$ cat config.mk
export PLATFORM = sky130hd
export DESIGN_NAME = rail_gate_ctrl
export DESIGN_NICKNAME = d
export VERILOG_FILES = /design/src/rtl/rail_pkg.sv /design/src/rtl/rail_debounce.sv /design/src/rtl/rail_gate_ctrl.sv
export SDC_FILE = /design/constraint.sdc
export NUM_CORES = 1
export LEC_CHECK = 0
export CAP_MARGIN = 10
export CORE_MARGIN = 4
export CORE_UTILIZATION = 58
export DETAILED_ROUTE_END_ITERATION = 10
export GPL_ROUTABILITY_DRIVEN = 1
export PLACE_DENSITY = 0.78
export RECOVER_POWER = 25
export SYNTH_ARGS = -nofsm -noshare
export SYNTH_HDL_FRONTEND = slang
export SYNTH_HIERARCHICAL = 1
export SYNTH_SLANG_ARGS = --single-unit
$ cat constraint.sdc
create_clock -name clk_100MHz -period 2.9 [get_ports clk_100MHz]
set_clock_uncertainty 0.1 [all_clocks]
set_input_delay 0.725 -clock clk_100MHz [delete_from_list [all_inputs] [get_ports clk_100MHz]]
set_output_delay 0.725 -clock clk_100MHz [all_outputs]
set_load 0.02 [all_outputs]
$ cat src/rtl/rail_pkg.sv
// rail_pkg: shared types and default constants for the level-crossing
// controller.
//   gate_state_e     : gate FSM state encoding (also driven on the state port)
//   CLK_HZ           : board clock frequency
//   DEF_TICK_DIV     : clocks per one-second tick at CLK_HZ
//   DEF_DEBOUNCE_CYC : stable clocks (10 ms) before a sensor is believed
package rail_pkg;

   typedef enum logic [1:0] {
      ST_OPEN   = 2'd0,
      ST_WARN   = 2'd1,
      ST_CLOSED = 2'd2,
      ST_CLEAR  = 2'd3
   } gate_state_e;

   localparam int CLK_HZ           = 100_000_000;
   localparam int DEF_TICK_DIV     = CLK_HZ;
   localparam int DEF_DEBOUNCE_CYC = 1_000_000;

endpackage

$ cat src/rtl/rail_debounce.sv
// rail_debounce: one train-sensor channel.
//   The raw asynchronous switch passes through a 2-flop synchroniser. A
//   counter then measures how long the synchronised level has disagreed
//   with the debounced output. The output adopts the new level only after
//   DEBOUNCE_CYC consecutive disagreeing cycles.
// Ports:
//   clk_100MHz in  board clock
//   reset      in  synchronous, active-high
//   din        in  raw sensor level (asynchronous)
//   dout       out debounced sensor level
module rail_debounce
   import rail_pkg::*;
#(
   parameter int DEBOUNCE_CYC = DEF_DEBOUNCE_CYC
) (
   input  logic clk_100MHz,
   input  logic reset,
   input  logic din,
   output logic dout
);

   localparam int CW = (DEBOUNCE_CYC < 1) ? 1 : $clog2(DEBOUNCE_CYC + 1);

   logic          sync1_q;
   logic          sync2_q;
   logic          dout_q;
   logic          dout_d;
   logic [CW-1:0] cnt_q;
   logic [CW-1:0] cnt_d;

   // The counter only runs while the synchronised and debounced levels
   // disagree. Any agreement restarts the measurement.
   always_comb begin
      dout_d = dout_q;
      cnt_d  = '0;
      if (sync2_q != dout_q) begin
         if (cnt_q == CW'(DEBOUNCE_CYC - 1)) begin
            dout_d = sync2_q;
         end else begin
            cnt_d = cnt_q + CW'(1);
         end
      end
   end

   always_ff @(posedge clk_100MHz) begin
      if (reset) begin
         sync1_q <= 1'b0;
         sync2_q <= 1'b0;
         dout_q  <= 1'b0;
         cnt_q   <= '0;
      end else begin
         sync1_q <= din;
         sync2_q <= sync1_q;
         dout_q  <= dout_d;
         cnt_q   <= cnt_d;
      end
   end

   assign dout = dout_q;

endmodule

$ cat src/rtl/rail_gate_ctrl.sv
// rail_gate_ctrl: multi-track level-crossing gate controller.
//   Debounces one sensor per track and synchronises a maintenance
//   force_close input. Derives a one-cycle tick every TICK_DIV clocks and
//   sequences the gate OPEN -> WARN -> CLOSED -> CLEAR -> OPEN.
// Ports:
//   clk_100MHz    in  board clock
//   reset         in  synchronous, active-high
//   sensor        in  [N_TRACKS] raw train sensors, 1 = train present
//   force_close   in  maintenance override, acts as an extra occupancy source
//   led_gate_down out gate lowered (CLOSED or CLEAR)
//   led_gate_up   out gate raised (OPEN)
//   led_warn      out warning lamp, toggles on each tick in WARN/CLEAR
//   state         out current FSM state (gate_state_e encoding)
//   occ_cnt       out number of debounced-occupied tracks (registered)
//   pass_cnt      out completed close/reopen cycles, wraps at 16 bits
module rail_gate_ctrl
   import rail_pkg::*;
#(
   parameter int N_TRACKS     = 2,
   parameter int TICK_DIV     = DEF_TICK_DIV,
   parameter int DEBOUNCE_CYC = DEF_DEBOUNCE_CYC,
   parameter int WARN_TICKS   = 3,
   parameter int CLEAR_TICKS  = 2
) (
   input  logic                              clk_100MHz,
   input  logic                              reset,
   input  logic [N_TRACKS-1:0]               sensor,
   input  logic                              force_close,
   output logic                              led_gate_down,
   output logic                              led_gate_up,
   output logic                              led_warn,
   output logic [1:0]                        state,
   output logic [$clog2(N_TRACKS+1)-1:0]     occ_cnt,
   output logic [15:0]                       pass_cnt
);

   localparam int OW    = $clog2(N_TRACKS + 1);
   localparam int PW    = $clog2(TICK_DIV);
   localparam int MAX_T = (WARN_TICKS > CLEAR_TICKS) ? WARN_TICKS : CLEAR_TICKS;
   localparam int TW    = $clog2(MAX_T + 1);

   // ---------------- input conditioning ----------------
   logic [N_TRACKS-1:0] deb;
   logic                fc_sync1_q;
   logic                fc_sync2_q;
   logic                occupied;

   for (genvar g = 0; g < N_TRACKS; g++) begin : g_track
      rail_debounce #(
         .DEBOUNCE_CYC (DEBOUNCE_CYC)
      ) u_deb (
         .clk_100MHz (clk_100MHz),
         .reset      (reset),
         .din        (sensor[g]),
         .dout       (deb[g])
      );
   end

   // force_close is a deliberate operator action, so it is synchronised
   // but deliberately not debounced.
   always_ff @(posedge clk_100MHz) begin
      if (reset) begin
         fc_sync1_q <= 1'b0;
         fc_sync2_q <= 1'b0;
      end else begin
         fc_sync1_q <= force_close;
         fc_sync2_q <= fc_sync1_q;
      end
   end

   assign occupied = (|deb) | fc_sync2_q;

   // occ_cnt counts real tracks only; the override is not a track.
   logic [OW-1:0] occ_sum;
   logic [OW-1:0] occ_cnt_q;

   always_comb begin
      occ_sum = '0;
      for (int i = 0; i < N_TRACKS; i++) begin
         occ_sum = occ_sum + OW'(deb[i]);
      end
   end

   // ---------------- prescaler ----------------
   logic [PW-1:0] pre_q;
   logic          tick;

   assign tick = (pre_q == PW'(TICK_DIV - 1));

   always_ff @(posedge clk_100MHz) begin
      if (reset) begin
         pre_q     <= '0;
         occ_cnt_q <= '0;
      end else begin
         pre_q     <= tick ? '0 : pre_q + PW'(1);
         occ_cnt_q <= occ_sum;
      end
   end

   // ---------------- FSM ----------------
   gate_state_e   state_q;
   gate_state_e   state_d;
   logic [TW-1:0] timer_q;
   logic [TW-1:0] timer_d;
   logic [15:0]   pass_cnt_q;
   logic [15:0]   pass_cnt_d;
   logic          led_warn_q;
   logic          led_warn_d;
   logic          timed_exit;

   // The timer holds the number of ticks still to elapse in the phase;
   // the tick that takes it from 1 to 0 is the one that ends the phase.
   assign timed_exit = tick && (timer_q == TW'(1));

   always_ff @(posedge clk_100MHz) begin
      if (reset) begin
         state_q    <= ST_OPEN;
         timer_q    <= '0;
         pass_cnt_q <= '0;
         led_warn_q <= 1'b0;
      end else begin
         state_q    <= state_d;
         timer_q    <= timer_d;
         pass_cnt_q <= pass_cnt_d;
         led_warn_q <= led_warn_d;
      end
   end

   always_comb begin
      state_d    = state_q;
      timer_d    = timer_q;
      pass_cnt_d = pass_cnt_q;
      if (tick && (timer_q != '0)) begin
         timer_d = timer_q - TW'(1);
      end
      unique case (state_q)
         ST_OPEN: begin
            if (occupied) begin
               state_d = ST_WARN;
               timer_d = TW'(WARN_TICKS);
            end
         end
         ST_WARN: begin
            // Once warning has started the gate always closes, even if
            // the train sensor drops out meanwhile.
            if (timed_exit) begin
               state_d = ST_CLOSED;
               timer_d = '0;
            end
         end
         ST_CLOSED: begin
            if (!occupied) begin
               state_d = ST_CLEAR;
               timer_d = TW'(CLEAR_TICKS);
            end
         end
         ST_CLEAR: begin
            // A new arrival outranks an expiring clearance timer.
            if (occupied) begin
               state_d = ST_CLOSED;
               timer_d = '0;
            end else if (timed_exit) begin
               state_d    = ST_OPEN;
               timer_d    = '0;
               pass_cnt_d = pass_cnt_q + 16'd1;
            end
         end
         default: begin
            state_d = ST_OPEN;
            timer_d = '0;
         end
      endcase
   end

   // Warning lamp restarts dark on every state entry, so in OPEN/CLOSED it
   // stays 0 and in WARN/CLEAR it blinks from a known phase.
   always_comb begin
      led_warn_d = led_warn_q;
      if (state_d != state_q) begin
         led_warn_d = 1'b0;
      end else if (tick && ((state_q == ST_WARN) || (state_q == ST_CLEAR))) begin
         led_warn_d = ~led_warn_q;
      end
   end

   // Output decode straight from the state register.
   always_comb begin
      led_gate_up   = (state_q == ST_OPEN);
      led_gate_down = (state_q == ST_CLOSED) || (state_q == ST_CLEAR);
   end

   assign led_warn = led_warn_q;
   assign state    = state_q;
   assign occ_cnt  = occ_cnt_q;
   assign pass_cnt = pass_cnt_q;

endmodule

==> reports/summary.txt <==
Crit path largest cell delay: 740 ps
Die H: 97.0 µm
N_diodes: 0
Unique masters post-synth: 47
Total Wirelength: 8520 µm
Number of cells after detailed placement: 645
Critical path class: in2reg
R2R cell count: 7
CTS Buf Count: 9
Port bufs: 27
Postcts setup bufs: 0
Final setup violation count: 0
Commonest non-fill, non-tap cells in the layout: 98 x dfxtp_1, 78 x nor2_1, 39 x xnor2_1, 34 x nand3_1, 30 x nand2_1
Status: finished, final reports clean
Max Clock Freq: 0.412 GHz
R2r startpoint: timer_q[1]$_SDFF_PP0_
Ports: 28
Initial antenna violation count: 0
Core area: 7730 µm²
Vias in the first global route: 3392
Hold Crit Endpoint: g_track[1].u_deb/sync2_q$_SDFF_PP0_
Layout area overhead: 12.2%
Avg Inst Size Synth: 8.63 µm²
Max-cap violations: 0
#FFs+latches synth: 98
First-pass GRT wire length: 14900 µm
Worst hold start: g_track[1].u_deb/sync1_q$_SDFF_PP0_
Final Cycle Share: 83.6%
Die Area: 9400 µm²
Most common cell after layout, fill and taps aside: dfxtp_1
Total vias in the final route: 3661
Clock root cell: clkbuf_8
Largest net degree at the start of global routing: 27
Prevailing post-synth register cell: dfxtp_1
Area post-placement: 4940 µm²
Setup_tns: 0 ps
Via density: 5.54
DRT iter0 DRCs: 147
Routed len/inst: 12.9 µm
Hold_buf cts: 0
Layout cells sized above 1: 6.62%
CP max FO: 21
Relative slew slack: 43.8%
VDD IR max: 0.350 mV
CP startpoint kind: input pin
WP data arrival: 2570 ps
R2R Path End: pass_cnt[15]$_SDFFE_PP0P_
Worst-margin pin slew: 844 ps
Crit-path cells: dlygate4sd3_1 -> clkbuf_1 -> nor2b_1 -> mux2_2
Worst EP required: 3050 ps
Tmin final: 2420 ps
Final nets: 567
GRT Total Usage: 18.6%
Cell row count: 32
Initial Util: 59.4%
Clock Tree Buf Depth: 2
Die span in x: 97.0 µm
Max-slew violations: 0
Drc violations: 0
Min-Delay Path Depth: 1
Post-Syn Area: 4590 µm²
Final Non-Filler Cells: 661
Worst-path clk slew: 90 ps
Cell area after layout: 5150 µm²
Filler cell count in the final layout: 605
Hpwl dp: 5990 µm
CTS tree: yes
CP Capture Type: register
1st-pass router iterations: 4
Async S/R FF share, synth: 0%
Routed Antenna Nets: 0
Ys Warns: 6
Post-synth EDFFs: 0
R2R setup slack: 500 ps
Power per cell area: 468 nW/µm²
Congestion Overflow GR: 0
Pwr Total: 2.41 mW
Hold Vio Cnt, Final: 0
Syn Inst Count: 532
Clock H-tree levels: 3
HP Class: reg2reg
LEAKAGE: 1.63 nW
RSZ-0062 raised after global routing: no
Post-CTS resize count: 0
RePlAce Congestion: 0.935
Sink Count: 98
Skew-Pair Late Insertion Delay: 360 ps
Mapped Nets: 545
Sequential fraction of the synthesis area: 42.7%
Max stage delay cell, worst path: dlygate4sd3_1
==> worst max path at each step <==
stage | start | end | slack (ps) | cells past startpoint
detailed placement | timer_q[1]$_SDFF_PP0_ | pass_cnt[15]$_SDFFE_PP0P_ | 530 | 7
finish | reset | pass_cnt[12]$_SDFFE_PP0P_ | 480 | 4
global placement | pre_q[0]$_SDFF_PP0_ | pass_cnt[4]$_SDFFE_PP0P_ | 600 | 7
CTS | state[0]$_SDFF_PP0_ | state[0] | 500 | 1
floorplan | timer_q[1]$_SDFF_PP0_ | pass_cnt[11]$_SDFFE_PP0P_ | 630 | 8
global route | reset | pass_cnt[12]$_SDFFE_PP0P_ | 320 | 4
==> power by group <==
| group | switching, mW | leakage (nW) | internal (mW) | total, mW |
|---|---|---|---|---|
| Clock | 0.477 | 0.112 | 0.495 | 0.972 |
| Combinational | 0.0410 | 0.724 | 0.0321 | 0.0730 |
| Sequential | 0.0103 | 0.792 | 1.36 | 1.37 |
==> metal layers <==
| layer | track usage (%) | vias to the layer above | share of wire, % |
|---|---|---|---|
| met4 | 4.21 | 0 | 0.61 |
| li1 | - | 1899 | - |
| met1 | 24.1 | 1702 | 48 |
| met2 | 30.7 | 56 | 48 |
| met5 | 0 | - | 0 |
| met3 | 5.19 | 4 | 3.4 |
==> layout make-up <==
type,instances,area [µm²],share of cell area (%)
clock buffer,9,124,2.41
multi-input combinational,396,2470,48.0
clock inverter,7,101,1.97
inverter,14,52.6,1.02
sequential,98,1960,38.1
tap,102,128,2.48
timing repair buffer,35,312,6.05
==> critical path, delay by kind of cell <==
family                 cells  cell delay (ps)
multiplexers               1              300
buffers and inverters      2             1420
AND/OR/NAND/NOR            1              120
==> registers in the layout (all words and copies together) (netlist names) <==
register	cells
g_track.u_deb/cnt_q	40
state	2
led_warn	1
g_track.u_deb/dout	2
occ_cnt	2
pass_cnt	16
timer_q	2
fc_sync2_q	1
pre_q	27
fc_sync1_q	1
g_track.u_deb/sync2_q	2
g_track.u_deb/sync1_q	2
==> Yosys cell counts (all sizes together) (2+ instances only) <==
library cell | n | area [µm²]
nor2b | 15 | 93.8
ha | 8 | 100
o21ai | 23 | 115
nor4b | 8 | 76.3
nor4 | 15 | 100
nand2 | 30 | 113
xor2 | 19 | 166
a21oi | 22 | 110
dfxtp | 98 | 1960
nand4 | 18 | 143
nor3b | 3 | 22.5
inv | 14 | 52.6
nand3 | 34 | 170
o31ai | 5 | 37.5
nor3 | 14 | 70.1
nand4bb | 4 | 45.0
mux2 | 3 | 33.8
xnor2 | 39 | 342
or4 | 7 | 62.6
and3 | 12 | 75.1
clkbuf | 21 | 81.3
or2 | 2 | 12.5
buf | 2 | 16.3
nand2b | 2 | 20.0
and2 | 3 | 18.8
o31a | 2 | 17.5
or3 | 15 | 98.8
and4 | 9 | 78.8
nor2 | 78 | 293
==> metrics by stage <==
stage                     utilization (%)  setup WS, ps  hold WS [ps]
after floorplan                         -           631           314
after global placement               64.0           595           323
after detailed placement             64.0           531           320
after CTS                            66.9           495           346
after global routing                 66.6           325           368
final                                66.6           475           343
==> cells by family after synthesis <==
family	after synthesis	share of synthesized area, %
and+or+nand+nor	270	32.8
DFF	98	42.7
xor gates and xnor gates	58	11.1
AOI/OAI and AO/OA	56	6.87
buffers and inverters	38	3.46
adders and majority gates	8	2.18
muxes	4	0.954
(Power assumes the default switching activity.)
